===== src/rtl/core_sequencer_pkg.sv =====
// Shared encodings for the core sequencer: FSM states, the SYSTEM opcode
// and the default PC-select width used by the fetch PC mux.
package core_sequencer_pkg;

    typedef enum logic [1:0] {
        S_FETCH = 2'b00,
        S_DE    = 2'b01,
        S_MW    = 2'b10,
        S_HALT  = 2'b11
    } seq_state_t;

    localparam logic [6:0] OPC_SYSTEM   = 7'b1110011;
    localparam int         SEL_PC_WIDTH = 2;

    function automatic logic is_system(input logic [6:0] opcode);
        return opcode == OPC_SYSTEM;
    endfunction

endpackage


===== src/rtl/core_sequencer_wait_timer.sv =====
// Memory/writeback wait timer: counts stalled S_MW cycles and flags expiry
// on the cycle the count sits at MEM_TIMEOUT-1 while still waiting.
module seq_wait_timer #(
    parameter int MEM_TIMEOUT = 16
) (
    input  logic clk,
    input  logic rst,
    input  logic clear,
    input  logic en,
    output logic expired
);

    localparam int             TW   = (MEM_TIMEOUT > 2) ? $clog2(MEM_TIMEOUT) : 1;
    localparam logic [TW-1:0]  TERM = TW'(MEM_TIMEOUT - 1);

    logic [TW-1:0] cnt_q;

    always_ff @(posedge clk) begin
        if (!rst) begin
            cnt_q <= '0;
        end else if (clear) begin
            cnt_q <= '0;
        end else if (en) begin
            cnt_q <= cnt_q + TW'(1);
        end
    end

    // A zero MEM_TIMEOUT disables expiry; the counter simply free-runs.
    assign expired = (MEM_TIMEOUT != 0) && en && (cnt_q == TERM);

endmodule


===== src/rtl/core_sequencer.sv =====
// Multi-cycle sequencer for the fetch / decode-execute / memory-writeback
// datapath: stall and PC control, commit, halt detection and retire count.
module core_sequencer
    import core_sequencer_pkg::*;
#(
    parameter int          SEL_PC_W       = SEL_PC_WIDTH,
    parameter logic [31:0] RESET_PC       = 32'h0000_0000,
    parameter int          MEM_TIMEOUT    = 16,
    parameter int          CNT_W          = 32,
    parameter bit          HALT_ON_SYSTEM = 1'b1
) (
    input  logic                clk,
    input  logic                rst,
    input  logic                memory_done,
    input  logic [SEL_PC_W-1:0] pc_sel,
    input  logic                br_taken,
    input  logic [31:0]         ir,
    input  logic [31:0]         next_pc,
    output logic                c_fetch_stall,
    output logic [SEL_PC_W-1:0] c_pc_sel,
    output logic                c_br_taken,
    output logic [31:0]         c_next_pc,
    output logic                halted,
    output logic                err_timeout,
    output logic                err_misalign,
    output logic [CNT_W-1:0]    instret,
    output logic [1:0]          state
);

    seq_state_t          state_q, state_d;
    logic [31:0]         pc_q, pc_d;
    logic [SEL_PC_W-1:0] sel_q, sel_d;
    logic                br_q, br_d;
    logic                halted_q, halted_d;
    logic                err_t_q, err_t_d;
    logic                err_m_q, err_m_d;
    logic [CNT_W-1:0]    instret_q, instret_d;
    logic                tmr_clear, tmr_en, tmr_expired;
    logic                unused_ir;

    assign unused_ir = ^ir[31:7];

    seq_wait_timer #(.MEM_TIMEOUT(MEM_TIMEOUT)) u_timer (
        .clk     (clk),
        .rst     (rst),
        .clear   (tmr_clear),
        .en      (tmr_en),
        .expired (tmr_expired)
    );

    always_ff @(posedge clk) begin
        if (!rst) begin
            state_q   <= S_FETCH;
            pc_q      <= RESET_PC;
            sel_q     <= '0;
            br_q      <= 1'b0;
            halted_q  <= 1'b0;
            err_t_q   <= 1'b0;
            err_m_q   <= 1'b0;
            instret_q <= '0;
        end else begin
            state_q   <= state_d;
            pc_q      <= pc_d;
            sel_q     <= sel_d;
            br_q      <= br_d;
            halted_q  <= halted_d;
            err_t_q   <= err_t_d;
            err_m_q   <= err_m_d;
            instret_q <= instret_d;
        end
    end

    always_comb begin
        state_d   = state_q;
        pc_d      = pc_q;
        sel_d     = sel_q;
        br_d      = br_q;
        halted_d  = halted_q;
        err_t_d   = err_t_q;
        err_m_d   = err_m_q;
        instret_d = instret_q;
        tmr_clear = 1'b0;
        tmr_en    = 1'b0;
        c_next_pc = pc_q;
        case (state_q)
            S_FETCH: state_d = S_DE;
            S_DE: begin
                sel_d = pc_sel;
                br_d  = br_taken;
                if (HALT_ON_SYSTEM && is_system(ir[6:0])) begin
                    state_d  = S_HALT;
                    halted_d = 1'b1;
                end else begin
                    state_d   = S_MW;
                    tmr_clear = 1'b1;
                end
            end
            S_MW: begin
                // memory_done is checked first so it beats a same-cycle expiry.
                if (memory_done) begin
                    if (next_pc[1:0] != 2'b00) begin
                        state_d  = S_HALT;
                        halted_d = 1'b1;
                        err_m_d  = 1'b1;
                    end else begin
                        state_d   = S_FETCH;
                        c_next_pc = next_pc;
                        pc_d      = next_pc;
                        instret_d = instret_q + CNT_W'(1);
                        sel_d     = '0;
                        br_d      = 1'b0;
                    end
                end else begin
                    tmr_en = 1'b1;
                    if (tmr_expired) begin
                        state_d  = S_HALT;
                        halted_d = 1'b1;
                        err_t_d  = 1'b1;
                    end
                end
            end
            default: ;
        endcase
    end

    assign c_fetch_stall = (state_q != S_FETCH);
    assign c_pc_sel      = sel_q;
    assign c_br_taken    = br_q;
    assign halted        = halted_q;
    assign err_timeout   = err_t_q;
    assign err_misalign  = err_m_q;
    assign instret       = instret_q;
    assign state         = state_q;

endmodule


===== config.mk =====
export PLATFORM = sky130hd
export DESIGN_NAME = core_sequencer
export DESIGN_NICKNAME = d
export VERILOG_FILES = /design/src/rtl/core_sequencer_pkg.sv /design/src/rtl/core_sequencer_wait_timer.sv /design/src/rtl/core_sequencer.sv
export SDC_FILE = /design/constraint.sdc
export NUM_CORES = 1
export LEC_CHECK = 0
export CORE_MARGIN = 2
export CORE_UTILIZATION = 37
export CTS_CLUSTER_SIZE = 10
export DETAILED_ROUTE_END_ITERATION = 8
export GPL_TIMING_DRIVEN = 0
export PLACE_DENSITY_LB_ADDON = 0.12
export SLEW_MARGIN = 20
export SYNTH_ARGS = -nofsm -noshare
export SYNTH_HDL_FRONTEND = slang
export SYNTH_SLANG_ARGS = --single-unit

===== constraint.sdc =====
create_clock -name clk -period 3.8 [get_ports clk]
set_input_delay 0.76 -clock clk [delete_from_list [all_inputs] [get_ports clk]]
set_output_delay 0.76 -clock clk [all_outputs]
set_load 0.02 [all_outputs]

Word level (Yosys, flattened, before mapping)
Index checks and enable logic that the tools add are counted.
{"block": "word_totals", "word_cells": 59, "input_bits": 70, "register_bits": 76, "out_inout_bits": 73}
{"block": "op_classes", "mux": 23, "n_reduce_logical": 13, "n_bitwise": 3, "n_addsub": 2, "eq_ne": 9}
{"cell": "32-bit two-way mux", "n": 3}
{"cell": "32-bit by 1-bit adder with 32-bit output (second input constant)", "n": 1}
{"cell": "3-bit AND reduction", "n": 4}
{"cell": "1-bit two-way mux", "n": 11}
{"cell": "2-bit two-way mux", "n": 5}
{"cell": "7-bit equality test (second input constant)", "n": 1}
{"cell": "2-bit inequality test (second input constant)", "n": 3}
{"cell": "3-bit inequality test (second input constant)", "n": 2}
{"cell": "2-bit case mux with 3 select lines", "n": 1}
{"cell": "2-bit nonzero test", "n": 3}
{"cell": "4-bit by 1-bit adder with 4-bit output (second input constant)", "n": 1}
{"cell": "4-bit equality test (second input constant)", "n": 1}
{"cell": "1-bit case mux with 2 select lines", "n": 2}
{"cell": "2-bit case mux with 2 select lines", "n": 1}
{"cell": "4-bit AND reduction", "n": 1}
{"cell": "1-bit inverter", "n": 3}
{"cell": "3-bit nonzero test", "n": 1}
{"cell": "2-bit by 1-bit equality test with 1-bit output (second input constant)", "n": 1}
{"cell": "2-bit equality test (second input constant)", "n": 1}
{"cell": "2-bit zero test", "n": 1}
{"cell": "2-bit AND reduction", "n": 1}
{"cell": "2-bit OR reduction", "n": 1}
{"cell": "1-bit logical AND", "n": 1}

Depth between registers and ports, before layout
Gate-level depths: netlist of the first run.
{"block": "logic_depth", "word_depth": 6, "depth_mapped": 9, "ltp_nobuf": 7}

Cells and area by module
Synthesis of the first run repeated with hierarchy kept, for this count alone.
{"block": "unflattened", "cells_unflattened": 408, "hier_area_um2": 3334.4}
{"mod": "core_sequencer", "area_per_inst_um2": 3138.0, "instances": 1, "cells_each": 389, "seq_area_each_um2": 1441.4}
{"mod": "seq_wait_timer", "area_per_inst_um2": 196.4, "instances": 1, "cells_each": 19, "seq_area_each_um2": 80.1}

Least setup slack after synthesis of the first run
OpenSTA, ideal clock, no wires.
{"block": "synth_path", "path_kind": "register -> output", "start": "register state_q[0] (netlist: state[0])", "end": "output port c_next_pc[0]", "required_ns": 3.040, "stages_incl_launch_ff": 8, "path_slack_ns": 1.137, "t_arrival_ns": 1.903, "path_buffers": 3, "cell_sequence": "dfxtp_1 -> inv_1 -> ha_1 -> nand4bb_1 -> buf_6 -> clkbuf_1 -> clkbuf_1 -> and2_1"}
{"block": "synth_between", "elab_chain_len": 2}
{"element": "from (decl)", "line_no": "core_sequencer.sv:30", "rtl": "seq_state_t state_q, state_d;"}
{"element": "from (signal assigned)", "line_no": "core_sequencer.sv:62", "rtl": "state_q <= state_d;"}
{"element": "2-bit equality test", "line_no": "core_sequencer.sv:85", "rtl": "case (state_q)"}
{"element": "32-bit two-way mux"}
{"element": "to (decl)", "line_no": "core_sequencer.sv:22", "rtl": "output logic [31:0] c_next_pc,"}
Every way passes these cells.

Final worst setup path of the first run
{"block": "layout_path", "start": "input port memory_done", "end": "output port c_next_pc[17]"}
{"block": "layout_between", "elab_chain_len": 2}
{"element": "from (decl)", "line_no": "core_sequencer.sv:14", "rtl": "input logic memory_done,"}
{"element": "32-bit two-way mux", "line_no": "core_sequencer.sv:100", "rtl": "if (memory_done) begin"}
{"element": "32-bit two-way mux"}
Every way passes these cells.

==> results.ini, run 1 <==
[sta]
setup_ws_ns = 0.1606
slew_headroom_pct = 62.10
finalSetupViolations = 0
final.setup.tns_ns = 0
fin_skew_ns = 0.01290
timing_worst_slew_pin_value_ns = 0.5686
maxSlewViolCount = 0
period_utilization_pct = 95.77
hold_violations = 0
maxClockFrequency_mhz = 274.8
rsz0062_at_grt = true
min_period_ns = 3.639

[power]
leakage_nw = 1.961
power.total_mw = 1.940
p_per_area_nw_per_um2 = 397.4
vdd_drop_max_mv = 0.2006

[clock_network]
cts_inserted_buffers = 9
cts.root.buffer_cell = sky130_fd_sc_hd__clkbuf_8
clk-insertion-delay-late_ns = 0.35
cts_tree = built
cts.htree.levels = 3
clkSlewWorstSetupHoldPaths_ns = 0.08
cts-hold-fix-buffers = 0
cts_buffer_depth = 2
clock_sinks = 76
cts_setup_buffers = 0

[status]
run_status = complete, no violations

[placed_design]
pre_cts_slack_ns = -0.2529
numPortBuffers = 117
finalWeightedCongestion = 0.8302
detailedPlacementHpwl_um = 6016

[route]
detail_route.drc_violations = 0
drt_wl_total_um = 8117
routed_wire_length_per_instance_um = 12.62
number_of_optimization_iterations_in_the_first_detailed_route_pass = 4
avgViaCountPerCell = 4.731
detailroute.via_count = 3042
drt-initial-drc-count = 64
ant_nets = 0

[layout]
layout.nets = 607
num_antenna_cells = 0
flow.area_growth_from_synthesis_pct = 47.99
core_utilization_of_the_finished_layout_pct = 56.24
layout-drive-gt1-share_pct = 5.421

[global_route]
grt_pass1_wl_um = 13500
first_global_vias = 2877
antenna_found_initial = 0
grt_overflow_total = 0
global_route.usage.total_pct = 17.04
largest_net_degree_at_the_start_of_global_routing = 17

[logic_synthesis]
synthesis.yosys.warnings = 0
synthesis.area_per_instance_um2 = 8.164
synth_edf_count = 0
ys_seq_elements = 76
post_synth_num_cell_types = 39
syn_nets = 480
synth-async-reset-ratio_pct = 0
ys_seq_area_share_pct = 46.13
netlist_instances = 404
synth_flop_cell = sky130_fd_sc_hd__dfxtp_1
post_synth_design_cell_area_um2 = 3298

[worst_setup_path]
timing.critical_path.from_type = input pin
critical_path.cell_chain = clkdlybuf4s50_1 > nand2_1 > nor3_2 > clkbuf_2 > nand2_1 > nand2_1 > clkdlybuf4s50_1
cp_slowest_cell = sky130_fd_sc_hd__clkdlybuf4s50_1
crit_fanout = 10
timing_worst_setup_path_type = in -> out
critical_path.endpoint_type = output port
worstPathArrival_ns = 2.88
timing.critical_path.mode_cell = sky130_fd_sc_hd__nand2_1
critical_path.max_stage_delay_ns = 0.63
worstPathRequired_ns = 3.04

[floorplan]
die_ar_um2 = 9686
floorplan.core_area_um2 = 8678
fp-row-count = 34
pin_count = 143
chipHeight_um = 98.42
start_util_pct = 38.00
die_width_um = 98.42

[flow_run]
maxCapViolations = 0

[hold_path]
hp-class = reg -> reg

cell type report:
type                            instances  area, um^2
Buffer                                 18       87.58
Clock buffer                           11       151.4
Clock inverter                          4       120.1
Fill cell                             853        3797
Inverter                                7       26.28
Multi-Input combinational cell        302        1668
Sequential cell                        76        1521
Tap cell                              108       135.1
Timing Repair Buffer                  117        1171
cell usage after synthesis (8+ instances only):
cell type | n | share of area, %
sky130_fd_sc_hd__o21ai_0 | 10 | 1.5
sky130_fd_sc_hd__a21oi_1 | 16 | 2.4
sky130_fd_sc_hd__nand3_1 | 12 | 1.8
sky130_fd_sc_hd__dfxtp_1 | 76 | 46
sky130_fd_sc_hd__xor2_1 | 22 | 5.8
sky130_fd_sc_hd__clkbuf_1 | 13 | 1.5
sky130_fd_sc_hd__nand2_1 | 109 | 12
sky130_fd_sc_hd__nand4_1 | 13 | 2.5
sky130_fd_sc_hd__and2_1 | 32 | 6.1
sky130_fd_sc_hd__and3_1 | 8 | 1.5
sky130_fd_sc_hd__nor2_1 | 34 | 3.9
power breakdown:
| group | total, mW | switching [mW] | internal (mW) | leakage [nW] |
|---|---|---|---|---|
| logic | 0.275 | 0.139 | 0.137 | 1.21 |
| registers | 0.835 | 0.0165 | 0.819 | 0.613 |
| clock network | 0.829 | 0.294 | 0.535 | 0.136 |
| total | 1.94 | 0.449 | 1.49 | 1.96 |
worst max-delay path, delay by kind of cell:
| kind | cells | cell delay (ns) |
|---|---|---|
| buf+inv | 3 | 1.50 |
| simple gates | 4 | 0.62 |
stage by stage:
stage	cells	area [um^2]	hold WS, ns
floorplan	404	3298	0.4438
global placement	629	4604	0.4468
detailed placement	629	4604	0.4548
CTS	643	4878	0.4669
global route	643	4881	0.4839
finish	643	4881	0.4564
cells by family after synthesis:
| kind of cell | Yosys count | synth area share (%) |
|---|---|---|
| adders and majority gates | 6 | 2.276 |
| muxes | 1 | 0.3035 |
| buffers and inverters | 26 | 3.452 |
| AOI/OAI and AO/OA | 31 | 5.160 |
| and+or+nand+nor | 238 | 35.77 |
| xor gates and xnor gates | 26 | 6.904 |
| DFF | 76 | 46.13 |
what timing repair did:
item                       CTS  global route
setup endpoints to repair   31            20
gates resized for setup      2             4
hold endpoints to repair     0             0
pin swaps                    0             0
registers in the layout (all words and copies together) (netlist names):
name	cells
c_br_taken	1
c_pc_sel	2
err_misalign	1
err_timeout	1
halted	1
instret	32
pc_q	32
state	2
u_timer.cnt_q	4
worst paths after layout:
path,from,to,slack (ns),cells after the start
setup / recovery,memory_done,c_next_pc[17],0.16,7
hold / removal,c_pc_sel[1],c_pc_sel[1],0.46,2
setup reg to reg,state[0],instret[20],1.59,9
hold reg to reg,c_pc_sel[1],c_pc_sel[1],0.46,2
placed cells by master (no fill, tap or decap), types with 2 or more instances in the layout:
| master | instances |
|---|---|
| sky130_fd_sc_hd__a21oi_1 | 16 |
| sky130_fd_sc_hd__and2_1 | 32 |
| sky130_fd_sc_hd__and3_1 | 8 |
| sky130_fd_sc_hd__and4_1 | 4 |
| sky130_fd_sc_hd__buf_1 | 2 |
| sky130_fd_sc_hd__buf_4 | 2 |
| sky130_fd_sc_hd__bufinv_16 | 4 |
| sky130_fd_sc_hd__clkbuf_1 | 9 |
| sky130_fd_sc_hd__clkbuf_2 | 3 |
| sky130_fd_sc_hd__clkbuf_8 | 11 |
| sky130_fd_sc_hd__clkdlybuf4s50_1 | 117 |
| sky130_fd_sc_hd__dfxtp_1 | 76 |
| sky130_fd_sc_hd__ha_1 | 6 |
| sky130_fd_sc_hd__inv_1 | 7 |
| sky130_fd_sc_hd__nand2_1 | 109 |
| sky130_fd_sc_hd__nand2b_1 | 2 |
| sky130_fd_sc_hd__nand3_1 | 12 |
| sky130_fd_sc_hd__nand3b_1 | 3 |
| sky130_fd_sc_hd__nand4_1 | 13 |
| sky130_fd_sc_hd__nor2_1 | 34 |
| sky130_fd_sc_hd__nor3_1 | 3 |
| sky130_fd_sc_hd__o21ai_0 | 10 |
| sky130_fd_sc_hd__or3_1 | 7 |
| sky130_fd_sc_hd__xnor2_1 | 4 |
| sky130_fd_sc_hd__xor2_1 | 22 |
metal layers:
metal	up-vias	wire length [um]	track usage, %
met3	10	556	5.674
met2	83	3707	27.58
met1	1364	3745	21.22
met4	0	107	6.322
li1	1585	-	-
met5	-	0	0
(Power assumes the default switching activity.)
==> run 2: changes to the inputs <==
--- a/config.mk
+++ b/config.mk
@@ -5,7 +5,7 @@
 export SDC_FILE = /design/constraint.sdc
 export NUM_CORES = 1
 export LEC_CHECK = 0
-export CORE_MARGIN = 2
+export CORE_MARGIN = 3
 export CORE_UTILIZATION = 37
 export CTS_CLUSTER_SIZE = 10
 export DETAILED_ROUTE_END_ITERATION = 8
==> results.ini, run 2 (synthesized netlist as in run 1, its figures left out) <==
[power]
power_switching_share_pct = 25.18  ; was 23.15%
p_sw_mw = 0.4479  ; was 0.4490 mW
combinationalPowerShare_pct = 15.7  ; was 14.2%
power.total_mw = 1.779  ; was 1.940 mW
power.share.sequential_pct = 46.9  ; was 43.1%
leakage_nw = 1.939  ; was 1.961 nW
vdd_drop_max_mv = 0.1956  ; was 0.2006 mV
p_per_area_nw_per_um2 = 368.4  ; was 397.4 nW/um^2
share_of_power_burned_in_the_clock_network_pct = 37.4  ; was 42.8%
power_report.internal_total_mw = 1.331  ; was 1.491 mW

[sta]
timing_worst_slew_pin_value_ns = 0.5436  ; was 0.5686 ns
maxSlewViolCount = 0  ; unchanged
rsz0062_at_grt = false  ; was true
finalSetupViolations = 0  ; unchanged
maxClockFrequency_mhz = 275.8  ; was 274.8 MHz
hold_violations = 0  ; unchanged
period_utilization_pct = 95.43  ; was 95.77%
final.setup.tns_ns = 0  ; unchanged
fin_skew_ns = 0.01015  ; was 0.01290 ns
min_period_ns = 3.626  ; was 3.639 ns
slew_headroom_pct = 63.76  ; was 62.10%
setup_ws_ns = 0.1737  ; was 0.1606 ns

[clock_network]
clk-insertion-delay-late_ns = 0.34  ; was 0.35 ns
cts_inserted_buffers = 9  ; unchanged
clkSlewWorstSetupHoldPaths_ns = 0.08  ; about the same
cts_tree = built  ; unchanged
cts-hold-fix-buffers = 0  ; unchanged
cts.htree.levels = 3  ; unchanged
cts_buffer_depth = 2  ; unchanged
clock_sinks = 76  ; unchanged
cts.root.buffer_cell = sky130_fd_sc_hd__clkbuf_8  ; unchanged

[worst_setup_path]
timing_worst_setup_path_type = in -> out  ; unchanged
critical_path.endpoint_type = output port  ; unchanged
crit_fanout = 16  ; was 10
worstPathRequired_ns = 3.04  ; about the same
worstPathArrival_ns = 2.87  ; was 2.88 ns
timing.critical_path.from_type = input pin  ; unchanged

[layout]
layout-drive-gt1-share_pct = 5.784  ; was 5.421%
layout.nets = 607  ; unchanged
filler_cell_count = 807  ; was 853
multiInputGateArea_um2 = 1668  ; unchanged
num_antenna_cells = 0  ; unchanged
most-common-layout-cells = 117 x sky130_fd_sc_hd__clkdlybuf4s50_1, 109 x sky130_fd_sc_hd__nand2_1, 76 x sky130_fd_sc_hd__dfxtp_1, 34 x sky130_fd_sc_hd__nor2_1, 32 x sky130_fd_sc_hd__and2_1  ; unchanged
layout_commonest_cell = sky130_fd_sc_hd__clkdlybuf4s50_1  ; unchanged
design_area_um2 = 4828  ; was 4881 um^2
flow.area_growth_from_synthesis_pct = 46.40  ; was 47.99%
layout.area.seq_um2 = 1521  ; unchanged

[floorplan]
start_util_pct = 39.16  ; was 38.00%
fp-row-count = 33  ; was 34
pin_count = 143  ; unchanged
die_ar_um2 = 10080  ; was 9686 um^2
floorplan.core_area_um2 = 8423  ; was 8678 um^2
die_width_um = 100.4  ; was 98.42 um
chipHeight_um = 100.4  ; was 98.42 um

[status]
run_status = complete, no violations  ; unchanged

[route]
drt_wl_total_um = 8391  ; was 8117 um
routed_wire_length_per_instance_um = 13.09  ; was 12.62 um
detail_route.drc_violations = 0  ; unchanged
avgViaCountPerCell = 4.766  ; was 4.731
drt-initial-drc-count = 97  ; was 64
detailroute.via_count = 3055  ; was 3,042
ant_nets = 0  ; unchanged
number_of_optimization_iterations_in_the_first_detailed_route_pass = 4  ; unchanged

[flow_run]
maxCapViolations = 0  ; unchanged

[placed_design]
finalWeightedCongestion = 0.7893  ; was 0.8302
numPortBuffers = 117  ; unchanged
detailedPlacementHpwl_um = 6170  ; was 6016 um
pre_cts_slack_ns = -0.1988  ; was -0.2529 ns
dpl-instance-area_um2 = 4601  ; was 4604 um^2

[hold_path]
hp-class = reg -> reg  ; unchanged

[global_route]
antenna_found_initial = 0  ; unchanged
largest_net_degree_at_the_start_of_global_routing = 17  ; unchanged
first_global_vias = 2980  ; was 2,877
global_route.usage.total_pct = 17.24  ; was 17.04%
grt_pass1_wl_um = 13990  ; was 13,500 um
grt_overflow_total = 0  ; unchanged

-- run 2: metal layers --
| layer | share of wire [%] | vias up | routed length [um] | global-route usage, % |
|---|---|---|---|---|
| met5 | 0 | - | 0 | 0 |
| met4 | 1.4 | 0 | 116 | 6.839 |
| met3 | 8.1 | 10 | 680 | 6.115 |
| met2 | 46 | 94 | 3874 | 27.17 |
| met1 | 44 | 1369 | 3720 | 21.53 |
| li1 | - | 1582 | - | - |
-- run 2: what timing repair did --
action                     in CTS  in global routing
buffers inserted                0                  0
setup endpoints to repair      31                 18
resized for setup               2                  6
-- run 2: worst paths after layout --
path              slack, ns  cells past startpoint           end         from
setup / recovery       0.17                      7  c_next_pc[9]   next_pc[1]
hold / removal         0.45                      2   c_pc_sel[1]  c_pc_sel[1]
setup reg to reg       1.59                      9   instret[18]     state[0]
hold reg to reg        0.45                      2   c_pc_sel[1]  c_pc_sel[1]
-- run 2: layout make-up --
class	count	share of cell area [%]
clock buffer	13	3.706
inverter	7	0.5442
tap	105	2.721
clock inverter	3	0.8811
multi-input combinational	302	34.54
sequential	76	31.51
buffer	18	1.840
timing repair buffer	117	24.25
-- run 2: critical path, cell delays in order --
cell                              delay [ns]
sky130_fd_sc_hd__clkdlybuf4s50_1        0.52
sky130_fd_sc_hd__nand4bb_1              0.16
sky130_fd_sc_hd__buf_6                  0.20
sky130_fd_sc_hd__clkbuf_1               0.39
sky130_fd_sc_hd__nand2_1                0.11
sky130_fd_sc_hd__nand2_1                0.11
sky130_fd_sc_hd__clkdlybuf4s50_1        0.62
-- run 2: power by group through the flow --
| stage | Sequential [mW] | Combinational (mW) | Clock, mW |
|---|---|---|---|
| finish | 0.834 | 0.280 | 0.665 |
| global route | 0.838 | 0.312 | 0.727 |
| CTS | 0.835 | 0.282 | 0.686 |
| detailed placement | 0.854 | 0.280 | 0 |
| global placement | 0.853 | 0.274 | 0 |
| floorplan | 0.873 | 0.119 | 0 |
-- run 2: stage by stage --
stage	instances	hold slack [ns]	utilization, %
final	641	0.4539	57.32
after global routing	641	0.4961	57.32
after CTS	641	0.4584	57.28
after global placement	626	0.4462	54.62
after floorplan	404	0.4438	-
after detailed placement	626	0.4490	54.62
==> run 3: changes to the inputs <==
--- a/config.mk
+++ b/config.mk
@@ -6,12 +6,12 @@
 export NUM_CORES = 1
 export LEC_CHECK = 0
 export CORE_MARGIN = 3
-export CORE_UTILIZATION = 37
+export CORE_UTILIZATION = 45
 export CTS_CLUSTER_SIZE = 10
 export DETAILED_ROUTE_END_ITERATION = 8
 export GPL_TIMING_DRIVEN = 0
 export PLACE_DENSITY_LB_ADDON = 0.12
-export SLEW_MARGIN = 20
+export SLEW_MARGIN = 15
 export SYNTH_ARGS = -nofsm -noshare
 export SYNTH_HDL_FRONTEND = slang
 export SYNTH_SLANG_ARGS = --single-unit
==> results.ini, run 3 (synthesized netlist as in run 1, its figures left out) <==
[status]
run_status = complete, no violations  ; unchanged

[placed_design]
dpl-instance-area_um2 = 4589  ; was 4601 um^2
dp_cell_count = 617  ; was 626
numPortBuffers = 117  ; unchanged
detailedPlacementHpwl_um = 6061  ; was 6170 um
finalWeightedCongestion = 0.7996  ; was 0.7893

[sta]
finalSetupViolations = 0  ; unchanged
slew_headroom_pct = 62.15  ; was 63.76%
maxClockFrequency_mhz = 275.6  ; was 275.8 MHz
rsz0062_at_grt = false  ; unchanged
fin_hold_ws_ns = 0.4545  ; was 0.4539 ns
final.setup.tns_ns = 0  ; unchanged
maxSlewViolCount = 0  ; unchanged
period_utilization_pct = 95.48  ; was 95.43%
timing_worst_slew_pin_value_ns = 0.5677  ; was 0.5436 ns
hold_violations = 0  ; unchanged
fin_skew_ns = 0.008376  ; was 0.01015 ns
min_period_ns = 3.628  ; was 3.626 ns

[layout]
layout.area.seq_um2 = 1521  ; unchanged
multiInputGateArea_um2 = 1668  ; unchanged
layout.nets = 607  ; unchanged
layout-drive-gt1-share_pct = 5.224  ; was 5.784%
most-common-layout-cells = 117 x sky130_fd_sc_hd__clkdlybuf4s50_1, 109 x sky130_fd_sc_hd__nand2_1, 76 x sky130_fd_sc_hd__dfxtp_1, 34 x sky130_fd_sc_hd__nor2_1, 32 x sky130_fd_sc_hd__and2_1  ; unchanged
layout_commonest_cell = sky130_fd_sc_hd__clkdlybuf4s50_1  ; unchanged
design_area_um2 = 4860  ; was 4828 um^2
flow.area_growth_from_synthesis_pct = 47.34  ; was 46.40%
layoutNonFillerInstCount = 632  ; was 641
num_antenna_cells = 0  ; unchanged
core_utilization_of_the_finished_layout_pct = 69.98  ; was 57.32%
filler_cell_count = 598  ; was 807

[route]
number_of_optimization_iterations_in_the_first_detailed_route_pass = 4  ; unchanged
detail_route.drc_violations = 0  ; unchanged
drt-initial-drc-count = 87  ; was 97
drt_wl_total_um = 8216  ; was 8391 um
ant_nets = 0  ; unchanged
routed_wire_length_per_instance_um = 13.00  ; was 13.09 um
avgViaCountPerCell = 4.880  ; was 4.766
detailroute.via_count = 3084  ; was 3,055

[clock_network]
cts.htree.levels = 3  ; unchanged
clock_sinks = 76  ; unchanged
cts_tree = built  ; unchanged
cts_setup_buffers = 0  ; unchanged
clkSlewWorstSetupHoldPaths_ns = 0.08  ; about the same
cts_inserted_buffers = 9  ; unchanged
cts-hold-fix-buffers = 0  ; unchanged
cts.root.buffer_cell = sky130_fd_sc_hd__clkbuf_8  ; unchanged
clk-insertion-delay-late_ns = 0.34  ; about the same
cts_buffer_depth = 2  ; unchanged

[worst_setup_path]
crit_fanout = 16  ; unchanged
critical_path.endpoint_type = output port  ; unchanged
worstPathRequired_ns = 3.04  ; about the same
timing_worst_setup_path_type = in -> out  ; unchanged
timing.critical_path.from_type = input pin  ; unchanged
worstPathArrival_ns = 2.87  ; about the same

[power]
leakage_nw = 1.956  ; was 1.939 nW
vdd_drop_max_mv = 0.1957  ; was 0.1956 mV
power_report.internal_total_mw = 1.477  ; was 1.331 mW
p_per_area_nw_per_um2 = 395.4  ; was 368.4 nW/um^2
p_sw_mw = 0.4444  ; was 0.4479 mW
power_switching_share_pct = 23.13  ; was 25.18%
combinationalPowerShare_pct = 14.5  ; was 15.7%
power.share.sequential_pct = 43.4  ; was 46.9%
share_of_power_burned_in_the_clock_network_pct = 42.1  ; was 37.4%

[floorplan]
die_ar_um2 = 8392  ; was 10,080 um^2
fp-row-count = 30  ; was 33
floorplan.core_area_um2 = 6944  ; was 8423 um^2
die_width_um = 91.61  ; was 100.4 um
start_util_pct = 47.50  ; was 39.16%
pin_count = 143  ; unchanged
chipHeight_um = 91.61  ; was 100.4 um

[global_route]
antenna_found_initial = 0  ; unchanged
first_global_vias = 2949  ; was 2,980
grt_pass1_wl_um = 13450  ; was 13,990 um
grt_overflow_total = 0  ; unchanged
largest_net_degree_at_the_start_of_global_routing = 17  ; unchanged
global_route.usage.total_pct = 19.75  ; was 17.24%

[hold_path]
hp-class = reg -> reg  ; unchanged

[flow_run]
maxCapViolations = 0  ; unchanged

run 3: cell count changes in the layout (fill, tap and decap cells not counted):
cell                         change
sky130_fd_sc_hd__clkinv_2        -1
sky130_fd_sc_hd__clkbuf_2        -1
sky130_fd_sc_hd__clkinvlp_4      -1
sky130_fd_sc_hd__clkbuf_1        +3
sky130_fd_sc_hd__bufinv_16       +3
sky130_fd_sc_hd__clkbuf_8        -3
run 3: stage by stage:
| stage | setup WS (ns) | power, mW |
|---|---|---|
| 3_3_place_gp | -0.1706 | 1.125 |
| 4_1_cts | 0.008025 | 1.935 |
| 5_1_grt | 0.00002731 | 1.991 |
| 2_1_floorplan | 1.137 | 0.9922 |
| 3_5_place_dp | -0.1768 | 1.131 |
| 6_report | 0.1719 | 1.921 |
run 3: worst max-delay path, stage by stage:
cell and delay (ns):
sky130_fd_sc_hd__clkdlybuf4s50_1 0.53, sky130_fd_sc_hd__nand4bb_1 0.18, sky130_fd_sc_hd__buf_6 0.20, sky130_fd_sc_hd__clkbuf_1 0.38, sky130_fd_sc_hd__nand2_1 0.10, sky130_fd_sc_hd__nand2_1 0.09, sky130_fd_sc_hd__clkdlybuf4s50_1 0.62
run 3: path summary, 6_finish.rpt:
| path | start | end | slack [ns] | cells after the start |
|---|---|---|---|---|
| max | next_pc[1] | c_next_pc[9] | 0.17 | 7 |
| min | c_br_taken | c_br_taken | 0.45 | 2 |
| max reg2reg | state[0] | instret[28] | 1.61 | 9 |
| min reg2reg | c_br_taken | c_br_taken | 0.45 | 2 |
run 3: metal layers:
layer	global-route usage, %	share of wire, %
met2	31.89	47
met5	0	0
met4	7.538	1.1
met3	6.317	7.9
met1	24.50	44
run 3: cell type report:
type	count	share of cell area, %
clock buffers	12	2.987
clock inverters	4	2.472
plain buffers	18	1.802
flip-flops and latches	76	31.31
repair buffers	117	24.10
inverters	7	0.5407
multi-input cells	302	34.32
well taps	96	2.472
run 3: repair_timing:
action / CTS / global route
resized for setup: 1 / 6
setup endpoints to repair: 31 / 28
gates cloned: 0 / 0
run 3: power by group through the flow:
stage	clock [mW]	combinational, mW	sequential, mW
finish	0.808	0.278	0.835
CTS	0.823	0.278	0.835
floorplan	0	0.119	0.873
detailed placement	0	0.277	0.853
global route	0.853	0.300	0.838
global placement	0	0.272	0.852
